--- src/rtl/bidir_pkg.sv ---
// Shared types and helpers for the bidirectional pad direction controller.
// State encoding and turnaround counter sizing live here.
package bidir_pkg;

    typedef enum logic [1:0] {
        IN       = 2'd0,
        TURN_OUT = 2'd1,
        OUT      = 2'd2,
        TURN_IN  = 2'd3
    } dir_state_e;

    // Turnaround counter width, never narrower than one bit
    function automatic int cnt_width(input int turnaround);
        int w;
        w = $clog2(turnaround + 1);
        if (w < 1) begin
            w = 1;
        end
        return w;
    endfunction

endpackage

--- src/rtl/bidir_sync.sv ---
// WIDTH-bit two-flop synchroniser for pad_in.
// Only instantiated when BIDIR_DIR_CTRL_SYNC_EN is defined.
module bidir_sync
    import bidir_pkg::*;
#(
    parameter int WIDTH = 8
) (
    input  logic             clk,
    input  logic             reset_n,
    input  logic [WIDTH-1:0] d,
    output logic [WIDTH-1:0] q
);

    logic [WIDTH-1:0] s1_q;
    logic [WIDTH-1:0] s1_d;
    logic [WIDTH-1:0] s2_q;
    logic [WIDTH-1:0] s2_d;

    // Next values of the two synchroniser stages
    always_comb begin
        s1_d = d;
        s2_d = s1_q;
    end

    // Synchroniser stage registers
    always_ff @(posedge clk or negedge reset_n) begin
        if (!reset_n) begin
            s1_q <= '0;
            s2_q <= '0;
        end else begin
            s1_q <= s1_d;
            s2_q <= s2_d;
        end
    end

    assign q = s2_q;

endmodule

--- src/rtl/bidir_dir_ctrl.sv ---
// Direction controller for one level-shifted bidirectional pad group.
// Optional macro BIDIR_DIR_CTRL_SYNC_EN adds a 2-flop pad_in synchroniser.
module bidir_dir_ctrl
    import bidir_pkg::*;
#(
    parameter int WIDTH      = 8,
    parameter int TURNAROUND = 2
) (
    input  logic             clk,
    input  logic             reset_n,
    input  logic             req_out,
    input  logic [WIDTH-1:0] tx_data,
    input  logic             tx_valid,
    output logic             tx_ready,
    output logic [WIDTH-1:0] rx_data,
    output logic             rx_valid,
    output logic             is_out,
    input  logic [WIDTH-1:0] pad_in,
    output logic [WIDTH-1:0] pad_out,
    output logic             pad_oe,
    output logic             pad_dir
);

    localparam int CW = cnt_width(TURNAROUND);
    localparam logic [CW-1:0] CNT_LOAD = CW'(TURNAROUND - 1);

    if (TURNAROUND < 1) begin : g_bad_turnaround
        $error("bidir_dir_ctrl: TURNAROUND must be at least 1");
    end

    dir_state_e       state_q;
    dir_state_e       state_d;
    logic [CW-1:0]    cnt_q;
    logic [CW-1:0]    cnt_d;
    logic [WIDTH-1:0] pad_out_q;
    logic [WIDTH-1:0] pad_out_d;
    logic             pad_oe_q;
    logic             pad_oe_d;
    logic             pad_dir_q;
    logic             pad_dir_d;
    logic             is_out_q;
    logic             is_out_d;
    logic [WIDTH-1:0] rx_data_q;
    logic [WIDTH-1:0] rx_data_d;
    logic             rx_valid_q;
    logic             rx_valid_d;

    logic             in_mode;
    logic             hs;
    logic [WIDTH-1:0] rx_sample;
    logic             capture_en;

    assign in_mode  = (state_q == IN);
    assign tx_ready = (state_q == OUT) && req_out;
    assign hs       = tx_valid && tx_ready;

`ifdef BIDIR_DIR_CTRL_SYNC_EN
    logic [1:0] vpipe_q;
    logic [1:0] vpipe_d;

    bidir_sync #(
        .WIDTH (WIDTH)
    ) u_sync (
        .clk     (clk),
        .reset_n (reset_n),
        .d       (pad_in),
        .q       (rx_sample)
    );

    // Tag each synchroniser slot with whether it was sampled in IN
    always_comb begin
        vpipe_d = {vpipe_q[0], in_mode};
    end

    // Validity tags travel alongside the synchroniser stages
    always_ff @(posedge clk or negedge reset_n) begin
        if (!reset_n) begin
            vpipe_q <= '0;
        end else begin
            vpipe_q <= vpipe_d;
        end
    end

    assign capture_en = in_mode && vpipe_q[1];
`else
    assign rx_sample  = pad_in;
    assign capture_en = in_mode;
`endif

    // Next-state, turnaround counter and registered output values
    always_comb begin
        state_d   = state_q;
        cnt_d     = cnt_q;
        pad_out_d = pad_out_q;
        rx_data_d = rx_data_q;
        unique case (state_q)
            IN: begin
                if (req_out) begin
                    state_d = TURN_OUT;
                    cnt_d   = CNT_LOAD;
                end
            end
            TURN_OUT: begin
                if (cnt_q == '0) begin
                    state_d = OUT;
                end else begin
                    cnt_d = cnt_q - CW'(1);
                end
            end
            OUT: begin
                if (hs) begin
                    pad_out_d = tx_data;
                end
                if (!req_out) begin
                    state_d = TURN_IN;
                    cnt_d   = CNT_LOAD;
                end
            end
            TURN_IN: begin
                if (cnt_q == '0) begin
                    state_d = IN;
                end else begin
                    cnt_d = cnt_q - CW'(1);
                end
            end
            default: begin
                state_d = IN;
                cnt_d   = '0;
            end
        endcase
        pad_dir_d  = (state_d != IN);
        pad_oe_d   = (state_d == OUT);
        is_out_d   = (state_d == OUT);
        rx_valid_d = capture_en;
        if (capture_en) begin
            rx_data_d = rx_sample;
        end
    end

    // State, counter and all registered outputs
    always_ff @(posedge clk or negedge reset_n) begin
        if (!reset_n) begin
            state_q    <= IN;
            cnt_q      <= '0;
            pad_out_q  <= '0;
            pad_oe_q   <= 1'b0;
            pad_dir_q  <= 1'b0;
            is_out_q   <= 1'b0;
            rx_data_q  <= '0;
            rx_valid_q <= 1'b0;
        end else begin
            state_q    <= state_d;
            cnt_q      <= cnt_d;
            pad_out_q  <= pad_out_d;
            pad_oe_q   <= pad_oe_d;
            pad_dir_q  <= pad_dir_d;
            is_out_q   <= is_out_d;
            rx_data_q  <= rx_data_d;
            rx_valid_q <= rx_valid_d;
        end
    end

    assign pad_out  = pad_out_q;
    assign pad_oe   = pad_oe_q;
    assign pad_dir  = pad_dir_q;
    assign is_out   = is_out_q;
    assign rx_data  = rx_data_q;
    assign rx_valid = rx_valid_q;

endmodule

--- config.mk ---
export PLATFORM = sky130hd
export DESIGN_NAME = bidir_dir_ctrl
export DESIGN_NICKNAME = d
export VERILOG_FILES = /design/src/rtl/bidir_pkg.sv /design/src/rtl/bidir_sync.sv /design/src/rtl/bidir_dir_ctrl.sv
export SDC_FILE = /design/constraint.sdc
export NUM_CORES = 1
export LEC_CHECK = 0
export ABC_AREA = 1
export BUFFER_PORTS_ARGS = -buffer_cell sky130_fd_sc_hd__buf_2
export CORE_MARGIN = 2
export CORE_UTILIZATION = 42
export CTS_CLUSTER_SIZE = 30
export DETAILED_ROUTE_END_ITERATION = 8
export PLACE_DENSITY = 0.75
export SKIP_LAST_GASP = 1
export SLEW_MARGIN = 20
export SYNTH_ARGS = -nofsm -noshare
export SYNTH_HDL_FRONTEND = slang
export SYNTH_SLANG_ARGS = --single-unit
export TNS_END_PERCENT = 50
--- constraint.sdc ---
create_clock -name clk -period 1 [get_ports clk]
set_input_delay 0.2 -clock clk [delete_from_list [all_inputs] [get_ports clk]]
set_output_delay 0.2 -clock clk [all_outputs]
set_load 0.01 [all_outputs]
* After elaboration in Yosys (flattened, before gate mapping)
Cells that the tools add are included.
** Word-level totals
- Flip-flop bits (word level) :: 23
- Bits in latches :: 0
- RAM bits :: 0
- Memory bits (read-only) :: 0
- Output and inout bits :: 21
- Memories :: 0
** Cells by class
- $add $sub $neg :: 1
- Multiply operators :: 0
- Divide/modulo/power cells :: 0
- Magnitude comparators :: 0
- Equal/unequal tests :: 7
- Shifts and indexed selects :: 0
- Mux-type cells :: 9
- Bitwise logic cells :: 0
- Reduce and logical (&&, ||, !) cells :: 8
** Operators by type and width (count)
- 2-to-1 mux 2 bit :: 7
- case mux 2 bit (4 select lines) :: 1
- equality test 2 bit, second input constant :: 3
- inequality test 2 bit, second input constant :: 3
- case mux 2 bit (3 select lines) :: 1
- logical NOT 2 bit :: 2
- AND reduction 3 bit :: 1
- equality test 2 x 1 -> 1 bit, second input constant :: 1
- logical AND 1 bit :: 2
- AND reduction 2 bit :: 1
- nonzero test 2 bit :: 1
- OR reduction 2 bit :: 1
- subtractor 2 x 1 -> 2 bit, second input constant :: 1

* Logic depth before layout (Yosys ltp)
Gate-level depths: netlist of the first run.
- Depth after elaboration :: 4
- Depth in mapped cells :: 6
- Mapped depth without buffers :: 6

* Worst setup path after synthesis of the first run
OpenSTA, ideal clock, no wires.
- Kind :: flip-flop to flip-flop
- From :: register state_q[1]
- To :: register pad_dir_q (netlist: pad_dir)
- Library setup time :: 0.121 ns
- Arrival :: 0.917 ns
- Required time :: 0.879 ns
- Path slack :: -0.037 ns
- Cell stages (with the launch flop) :: 6
- Path buffers :: 1
- Period minus slack after synthesis :: 1.037 ns
- Path through :: dfrtp_1 > buf_6 > nor2_4 > nand2_4 > nand3_4 > nand2_1
** On the way
- Word-level cells in the longest chain between the ends :: 3
- Elaborated cells on any way between the ends :: 10
- Classes of those cells :: eq/ne: 3; mux: 5; reduce/logical: 2
** Ends and longest elaborated chain
- start, declared :: RTL line bidir_dir_ctrl.sv:31 : dir_state_e state_q;
- start signal, assigned :: RTL line bidir_dir_ctrl.sv:152 : state_q <= state_d;
- logical NOT 2 bit
- via capture_en :: RTL line bidir_dir_ctrl.sv:51 : logic capture_en;
- case mux 2 bit (4 select lines) :: RTL line bidir_dir_ctrl.sv:96 : unique case (state_q)
- nonzero test 2 bit :: RTL line bidir_dir_ctrl.sv:131 : pad_dir_d = (state_d != IN);
- via pad_dir_d :: RTL line bidir_dir_ctrl.sv:40 : logic pad_dir_d;
- end signal, assigned :: RTL line bidir_dir_ctrl.sv:156 : pad_dir_q <= pad_dir_d;
- end, declared :: RTL line bidir_dir_ctrl.sv:39 : logic pad_dir_q;
The timed path passes the listed nets, and every way through them passes these cells.
A chain may end at the register's enable or synchronous reset.

* Final worst setup path of the first run
- From :: register state_q[0]
- To :: register pad_out_q[3] (netlist: pad_out[3])
** On the way
- Word-level cells in the longest chain between the ends :: 4
** Ends and longest elaborated chain
- equality test 2 bit * :: RTL line bidir_dir_ctrl.sv:54, bidir_dir_ctrl.sv:96
- logical AND 1 bit :: RTL line bidir_dir_ctrl.sv:54 : assign tx_ready = (state_q == OUT) && req_out;
- logical AND 1 bit :: RTL line bidir_dir_ctrl.sv:55 : assign hs = tx_valid && tx_ready;
- AND reduction 2 bit (no source line) *
- end signal, assigned :: RTL line bidir_dir_ctrl.sv:154 : pad_out_q <= pad_out_d;
- end, declared :: RTL line bidir_dir_ctrl.sv:35 : logic [WIDTH-1:0] pad_out_q;
Mark *: on every way between the ends. The rest lies on a longest branch, timed or not.

==> results of run 1 <==
[area by class of cell]
cell class | count | area [um2]
clock buffers | 3 | 22.5
clock inverters | 1 | 5.00
fillers | 202 | 810
inverters | 10 | 37.5
multi-input cells | 68 | 368
flip-flops and latches | 23 | 576
well taps | 28 | 35.0
repair buffers | 56 | 380
[registers in the layout, indices dropped and copies added, names as in the netlist]
| name | flops |
|---|---|
| cnt_q | 2 |
| rx_valid | 1 |
| pad_dir | 1 |
| is_out | 1 |
| state_q | 2 |
| pad_out | 8 |
| rx_data | 8 |
[Yosys cell counts]
master	instances	area share
a21oi_1	1	0.0050
buf_4	2	0.015
buf_6	2	0.023
dfrtp_1	23	0.58
ha_1	1	0.013
inv_1	6	0.023
inv_2	4	0.015
nand2_1	39	0.15
nand2_4	1	0.011
nand3_1	1	0.0050
nand3_4	2	0.035
nand4_1	2	0.013
nor2_1	1	0.0038
nor2_2	2	0.013
nor2_4	2	0.023
o21ai_0	9	0.045
o21ai_1	7	0.035
[layer usage]
metal  routed length, um  global-route usage  vias up
li1                    -                   -      444
met1                 960               0.226      409
met2                1110               0.323       40
met3                 156              0.0429        3
met4                  34              0.0855        0
met5                   0                   0        -
[worst reg2reg max path: cells and delay by family, from the launching register on]
kind / cells / cell delay (ns)
buffers and inverters: 4 / 0.48
DFF: 1 / 0.43
and+or+nand+nor: 2 / 0.13
AOI/OAI and AO/OA: 1 / 0.11
[final timing paths]
kind                            slack (ns)       start         end
worst max-delay path                 -0.24  state_q[0]  pad_out[3]
worst min-delay path                  0.07  tx_data[6]  pad_out[6]
worst max register to register       -0.24  state_q[0]  pad_out[3]
worst min register to register        0.50  pad_out[5]  pad_out[5]
max in group asynchronous             0.29     reset_n  pad_out[2]
min in group asynchronous             0.37     reset_n    rx_valid
[logic make-up (layout without fill, tap and decap cells)]
kind of cell | after synthesis | count (layout) | share of synthesized area
buffers and inverters | 14 | 70 | 0.0753
adder cells (fa/ha/maj) | 1 | 1 | 0.0125
AND/OR/NAND/NOR | 50 | 50 | 0.250
AO/OA/AOI/OAI | 17 | 17 | 0.0853
flip-flops | 23 | 23 | 0.577
[what timing repair did]
item	4_1_cts	5_1_grt
hold endpoints to repair	23	0
endpoints found under the setup margin	43	44
gates cloned	2	0
setup buffers	4	3
pin swaps	3	10
resized for setup	9	6
hold buffers	1	0
[through the flow]
step	hold WS (ns)	instance area [um2]	TNS, ns
floorplan	-0.0956	997	-0.437
global placement	0.191	1240	-1.50
detailed placement	0.207	1240	-2.30
CTS	0.0660	1370	-5.74
global route	0.0643	1420	-8.19
finish	0.0699	1420	-5.62
[power breakdown]
part / switching [mW] / internal, mW
Combinational: 1.24 / 1.06
Clock: 0.277 / 0.150
Sequential: 0.220 / 1.37
Total: 1.73 / 2.58
==> run_results.csv, run 1 <==
group,metric,value,unit
critical_path,path_buf_inv,4,
final_layout,final_cell_count_no_fill,189,
status,outcome,"finished, violations left",
cts,cts_buffers,3,
floorplan,chipHeight,52.7,um
critical_path,end_kind,"register",
synthesis,syn_area,997,um2
floorplan,coreArea,2230,um2
synthesis,yosys_warnings,0,
grt,grt_antenna_before_repair,0,
place,port-buffer-count,40,
run,drv_cap,0,
synthesis,synth_cell_types,17,
cts,clockRootBuffer,"clkbuf_4",
floorplan,io-pin-count,41,
sta,hold_viol,0,
pwr,p_leak,0.800,nW
sta,fin_crit,1.24,ns
drt,drtIter0Drc,10,
worst_hold_path,hold_depth,3,
synthesis,ys_ff_latch,23,
floorplan,num_rows,17,
pwr,power.density,3030,nW/um2
final_layout,final_net_count,183,
sta,relSlewSlack,0.662,
floorplan,die_w,52.7,um
synthesis,syn_nets,126,
final_layout,final_util,0.638,
floorplan,initial_core_util,0.446,
sta,setup-violations-final,44,
cts,htreeDepth,1,
final_layout,final_common_cell,"buf_2",
synthesis,syn_avg_cell_area,9.50,um2
drt,route.detailed.drc,0,
final_layout,num_antenna_cells,0,
cts,path_clk_slew,0.12,ns
cts,cts.sinks,23,
critical_path,worst-path-stages,7,
critical_path,critical_path.top_delay_family,"buffers and inverters",
sta,tightest_slew,0.507,ns
critical_path,critPathMaxFanout,6,
critical_path,start_kind,"register",
critical_path,required,1.21,ns
drt,detail_route.wl_per_cell,12.0,um
sta,slew_viol_final,0,
critical_path,cp_slowest_cell,"dfrtp_1",
place,dp_hpwl,1590,um
pwr,finalPower,4.31,mW
pwr,irDropWorstVdd,1.59,mV
grt,grt_max_degree,24,
grt,first_global_vias,860,
drt,route.vias.total,896,
critical_path,arrival,1.46,ns
cts,cts_buffer_depth,2,
worst_hold_path,hold_class,"input port to register",
critical_path,r2r.worst_path.cells,7,
grt,overflow,0,
drt,ant_nets,0,
sta,rsz0062_at_grt,"true",
status,violations,"negative setup slack",
cts,cts_tree,"done",
final_layout,syn_to_final_growth,42.8,%
critical_path,crit_type,"register to register",
cts,clock_latency,0.31,ns
drt,wirelength,2260,um
drt,dr.pass1.iters,4,
final_layout,drive_above_1_share,0.472,
drt,vias_per_cell,4.74,
sta,final.setup_skew,0.00520,ns
sta,worst_slack,-0.244,ns
final_layout,final_cell_mix,"buf_2 (39), nand2_1 (34), dfrtp_1 (23)",
sta,fmax,804,MHz
place,dp.cells,175,
place,finalWeightedCongestion,0.709,
synthesis,ys_seq_area_frac,0.577,
grt,grt_util_all_layers,0.190,
critical_path,path_cells,"inv_2 > nand3_4 > buf_6 > buf_4 > buf_16 > o21ai_1 > nand2_1",
grt,grt_pass1_wl,3730,um
floorplan,die_area,2780,um2
place,pre_cts_slack,-0.134,ns
sta,fin_crit_sh,1.24,
synthesis,syn_inst,105,
critical_path,critical-path-max-stage-delay,0.43,ns
(Power assumes the default switching activity.)
==> inputs of run 2 (changes only) <==
--- a/config.mk
+++ b/config.mk
@@ -12,7 +12,6 @@
 export CTS_CLUSTER_SIZE = 30
 export DETAILED_ROUTE_END_ITERATION = 8
 export PLACE_DENSITY = 0.75
-export SKIP_LAST_GASP = 1
 export SLEW_MARGIN = 20
 export SYNTH_ARGS = -nofsm -noshare
 export SYNTH_HDL_FRONTEND = slang
==> run_results.csv, run 2 (same netlist as run 1, synthesis figures left out) <==
group,metric,value,unit
status,outcome,"finished, violations left",
status,violations,"negative setup slack",
cts,cts.sinks,23,
final_layout,num_antenna_cells,0,
place,dp_hpwl,1590,um
floorplan,die_w,52.7,um
cts,clock_latency,0.31,ns
critical_path,critPathMaxFanout,6,
sta,final.setup_skew,0.00520,ns
pwr,finalPower,4.34,mW
drt,route.vias.total,896,
worst_hold_path,worstHoldStart,"tx_data[6]",
floorplan,initial_core_util,0.446,
grt,grt_max_degree,24,
worst_hold_path,holdPathEnd,"pad_out[6]",
critical_path,crit_type,"register to register",
critical_path,critical-path-max-stage-delay,0.43,ns
cts,clockRootBuffer,"clkbuf_4",
floorplan,die_area,2780,um2
sta,rsz0062_at_grt,"true",
drt,detail_route.wl_per_cell,12.0,um
grt,grt_util_all_layers,0.190,
floorplan,io-pin-count,41,
critical_path,path_cells,"inv_2 > nand3_4 > buf_6 > buf_4 > buf_16 > o21ai_1 > nand2_1",
pwr,p_leak,0.802,nW
final_layout,final_cell_mix,"buf_2 (38), nand2_1 (34), dfrtp_1 (23)",
final_layout,final_common_cell,"buf_2",
critical_path,cp_slowest_cell,"dfrtp_1",
critical_path,arrival,1.46,ns
floorplan,chipHeight,52.7,um
drt,wirelength,2260,um
drt,drtIter0Drc,10,
cts,cts_buffer_depth,2,
critical_path,required,1.21,ns
final_layout,fillers,200,
sta,worst_slack,-0.244,ns
sta,hold_viol,0,
critical_path,end_kind,"register",
final_layout,final_util,0.640,
critical_path,timing.rr.start,"state_q[0]",
sta,setup-violations-final,44,
pwr,power.density,3030,nW/um2
sta,relSlewSlack,0.663,
final_layout,final_net_count,183,
sta,fin_crit,1.24,ns
critical_path,reg2reg_slack,-0.24,ns
sta,slew_viol_final,0,
drt,dr.pass1.iters,4,
place,port-buffer-count,40,
cts,cts_buffers,3,
final_layout,drive_above_1_share,0.472,
critical_path,r2r.worst_path.cells,7,
grt,first_global_vias,860,
sta,fin_crit_sh,1.24,
worst_hold_path,hold_depth,3,
worst_hold_path,hold_class,"input port to register",
grt,grt_pass1_wl,3730,um
grt,grt_antenna_before_repair,0,
cts,cts_tree,"done",
critical_path,path_buf_inv,4,
grt,overflow,0,
sta,hold_slack,0.0699,ns
floorplan,coreArea,2230,um2
sta,tightest_slew,0.505,ns
final_layout,syn_to_final_growth,43.4,%
drt,ant_nets,0,
place,finalWeightedCongestion,0.709,
critical_path,start_kind,"register",
cts,path_clk_slew,0.12,ns
critical_path,critical_path.top_delay_family,"buffers and inverters",
drt,vias_per_cell,4.74,
sta,fmax,804,MHz
pwr,irDropWorstVdd,1.59,mV
critical_path,timing.rr.end,"pad_out[3]",
drt,route.detailed.drc,0,
run,drv_cap,0,
floorplan,num_rows,17,
cts,htreeDepth,1,
sta,setup_tns,-5.63,ns
-- run 2: power by group --
| part | switching, mW | leakage [nW] | internal, mW | total, mW |
|---|---|---|---|---|
| Clock | 0.277 | 0.0177 | 0.150 | 0.426 |
| Combinational | 1.24 | 0.501 | 1.08 | 2.32 |
| Sequential | 0.224 | 0.283 | 1.37 | 1.59 |
-- run 2: what timing repair did --
action	in CTS	in global routing
endpoints found under the hold margin	23	0
cloned	2	0
hold buffers	1	0
endpoints found under the setup margin	43	44
buffers inserted	4	3
gates resized for setup	9	7
pin swaps	3	10
-- run 2: how the worst max path moves through the flow --
stage                           from         end  slack [ns]  depth (start not counted)
after floorplan           state_q[1]     pad_dir       -0.04                          5
after global placement    state_q[0]  pad_out[2]        -0.1                          5
after detailed placement  state_q[0]  pad_out[0]       -0.13                          5
after CTS                 state_q[0]    tx_ready       -0.25                          4
after global routing      state_q[0]    tx_ready       -0.31                          4
final                     state_q[0]  pad_out[3]       -0.24                          7
-- run 2: layout make-up --
cell class,instances,area (um2),area share
sequential,23,576,0.402
timing repair buffer,56,387,0.270
multi-input combinational,68,368,0.257
tap,28,35.0,0.0245
clock inverter,1,5.00,0.00350
inverter,10,37.5,0.0262
clock buffer,3,22.5,0.0157
-- run 2: metal layers --
layer / wire [um] / global-route usage
met5: 0 / 0
met1: 957 / 0.226
met2: 1110 / 0.323
met3: 156 / 0.0429
met4: 34 / 0.0855
-- run 2: stage by stage --
stage / cell area, um2 / std cells / worst slack (ns)
detailed placement: 1240 / 175 / -0.134
global placement: 1240 / 175 / -0.0990
floorplan: 997 / 105 / -0.0372
CTS: 1370 / 186 / -0.248
global route: 1430 / 189 / -0.313
finish: 1430 / 189 / -0.244
-- run 2: worst reg2reg max path, cell delays in order (launching register included) --
cell and delay (ns):
dfrtp_1 0.43, inv_2 0.08, nand3_4 0.07, buf_6 0.13
buf_4 0.14, buf_16 0.13, o21ai_1 0.11, nand2_1 0.06
==> inputs of run 3 (changes only) <==
--- a/config.mk
+++ b/config.mk
@@ -8,10 +8,10 @@
 export ABC_AREA = 1
 export BUFFER_PORTS_ARGS = -buffer_cell sky130_fd_sc_hd__buf_2
 export CORE_MARGIN = 2
-export CORE_UTILIZATION = 42
+export CORE_UTILIZATION = 46
 export CTS_CLUSTER_SIZE = 30
 export DETAILED_ROUTE_END_ITERATION = 8
-export PLACE_DENSITY = 0.75
+export PLACE_DENSITY = 0.78
 export SLEW_MARGIN = 20
 export SYNTH_ARGS = -nofsm -noshare
 export SYNTH_HDL_FRONTEND = slang
==> constraint.sdc (replaced) <==
create_clock -name clk -period 1.2 [get_ports clk]
set_input_delay 0.24 -clock clk [delete_from_list [all_inputs] [get_ports clk]]
set_output_delay 0.24 -clock clk [all_outputs]
set_load 0.01 [all_outputs]
==> run_results.csv, run 3 (same netlist as run 1, synthesis figures left out) <==
group,metric,value,unit
status,outcome,"finished, violations left",
status,violations,"negative setup slack",
grt,overflow,0,
cts,cts_buffers,3,
place,placed_area,1230,um2
critical_path,arrival,1.01,ns
pwr,p_leak,0.744,nW
drt,vias_per_cell,4.64,
pwr,seqPwrFrac,0.400,
final_layout,final_util,0.653,
final_layout,num_antenna_cells,0,
grt,first_global_vias,826,
sta,worst_slack,-0.0481,ns
critical_path,required,0.96,ns
floorplan,initial_core_util,0.498,
cts,cts.sinks,23,
drt,route.detailed.drc,0,
drt,wirelength,1960,um
worst_hold_path,hold_depth,3,
final_layout,drive_above_1_share,0.409,
sta,setup-violations-final,3,
drt,ant_nets,0,
place,port-buffer-count,40,
floorplan,num_rows,16,
pwr,p_clk_frac,0.105,
worst_hold_path,hold_class,"input port to register",
pwr,irDropWorstVdd,1.36,mV
cts,htreeDepth,1,
pwr,finalPower,3.30,mW
grt,grt_max_degree,24,
final_layout,final_cell_count_no_fill,181,
floorplan,coreArea,2000,um2
critical_path,start_kind,"register",
final_layout,final_net_count,176,
pwr,net-switching-power,1.32,mW
drt,drtIter0Drc,4,
sta,hold_viol,0,
pwr,combinationalPowerShare,0.495,
floorplan,die_area,2560,um2
cts,path_clk_slew,0.12,ns
critical_path,critPathMaxFanout,2,
sta,fin_crit_sh,1.04,
cts,cts_buffer_depth,2,
pwr,power.density,2520,nW/um2
sta,slew_viol_final,0,
final_layout,final_cell_mix,"nand2_1 (39), buf_2 (39), dfrtp_1 (23)",
cts,clockRootBuffer,"clkbuf_4",
critical_path,end_kind,"output port",
final_layout,fillers,182,
drt,dr.pass1.iters,3,
grt,grt_util_all_layers,0.177,
sta,fin_crit,1.25,ns
place,dp.cells,173,
floorplan,die_w,50.6,um
sta,tightest_slew,0.493,ns
place,pre_cts_slack,0.0573,ns
final_layout,fin_area,1310,um2
cts,clock_latency,0.31,ns
critical_path,r2r.worst_path.cells,7,
sta,rsz0062_at_grt,"true",
floorplan,io-pin-count,41,
run,drv_cap,0,
drt,route.vias.total,840,
cts,cts_tree,"done",
floorplan,chipHeight,50.6,um
critical_path,critical-path-max-stage-delay,0.41,ns
grt,grt_pass1_wl,3350,um
place,finalWeightedCongestion,0.741,
sta,fmax,801,MHz
final_layout,syn_to_final_growth,31.0,%
place,dp_hpwl,1470,um
critical_path,crit_type,"register to output port",
pwr,sw_frac_of_total,0.401,
grt,grt_antenna_before_repair,0,
critical_path,path_cells,"inv_2 > nand3_4 > inv_2 > buf_6",
sta,final.setup_skew,0.00838,ns
sta,relSlewSlack,0.671,
critical_path,reg2reg_slack,0,ns
critical_path,cp_slowest_cell,"dfrtp_1",
critical_path,crit_top_cell,"inv_2",
drt,detail_route.wl_per_cell,10.8,um
pwr,power.internal,1.97,mW
[run 3: cell types whose count changed in the layout (fill, tap and decap cells not counted), sizes merged]
| cell | change |
|---|---|
| buf | -7 |
[run 3: layer usage]
layer	part of all wire	wire [um]	GRT usage
met5	0	0	0
met4	0.020	40	0.0811
met3	0.075	146	0.0417
met2	0.47	923	0.294
met1	0.43	849	0.218
[run 3: metrics by stage]
| step | hold slack, ns | setup TNS (ns) |
|---|---|---|
| final | 0.119 | -0.0552 |
| after global routing | 0.122 | -1.12 |
| after global placement | 0.228 | 0 |
| after detailed placement | 0.236 | 0 |
| after CTS | 0.111 | -0.0652 |
| after floorplan | -0.0556 | 0 |
[run 3: what timing repair did]
item / in CTS / in global routing
hold buffers: 1 / 0
endpoints found under the setup margin: 1 / 20
hold endpoints to repair: 23 / 0
setup buffers: 2 / 1
resized for setup: 1 / 2
pin swaps: 1 / 2
[run 3: power by group through the flow]
stage | clock network, mW | registers [mW] | logic, mW
3_3_place_gp | 0 | 1.34 | 1.48
2_1_floorplan | 0 | 1.49 | 0.825
5_1_grt | 0.396 | 1.37 | 1.83
3_5_place_dp | 0 | 1.34 | 1.54
4_1_cts | 0.358 | 1.32 | 1.59
6_report | 0.345 | 1.32 | 1.63
[run 3: path summary, 6_finish.rpt]
kind / endpoint / startpoint
min in group asynchronous: rx_data[4] / reset_n
hold reg to reg: pad_out[4] / pad_out[4]
setup / recovery: tx_ready / state_q[0]
setup reg to reg: cnt_q[0] / state_q[0]
max in group asynchronous: cnt_q[1] / reset_n
hold / removal: pad_out[0] / tx_data[0]
[run 3: critical path: cells and delay by family, from the launching register on]
| family | cells | cell delay, ns |
|---|---|---|
| AND/OR/NAND/NOR | 1 | 0.07 |
| flip-flops | 1 | 0.41 |
| buffers and inverters | 3 | 0.23 |
[run 3: area by class of cell]
type | instances | area (um2) | area share
timing repair buffer | 49 | 280 | 0.215
multi-input combinational | 68 | 352 | 0.269
clock buffer | 3 | 22.5 | 0.0172
tap | 27 | 33.8 | 0.0259
sequential | 23 | 576 | 0.441
clock inverter | 1 | 5.00 | 0.00383
inverter | 10 | 37.5 | 0.0287
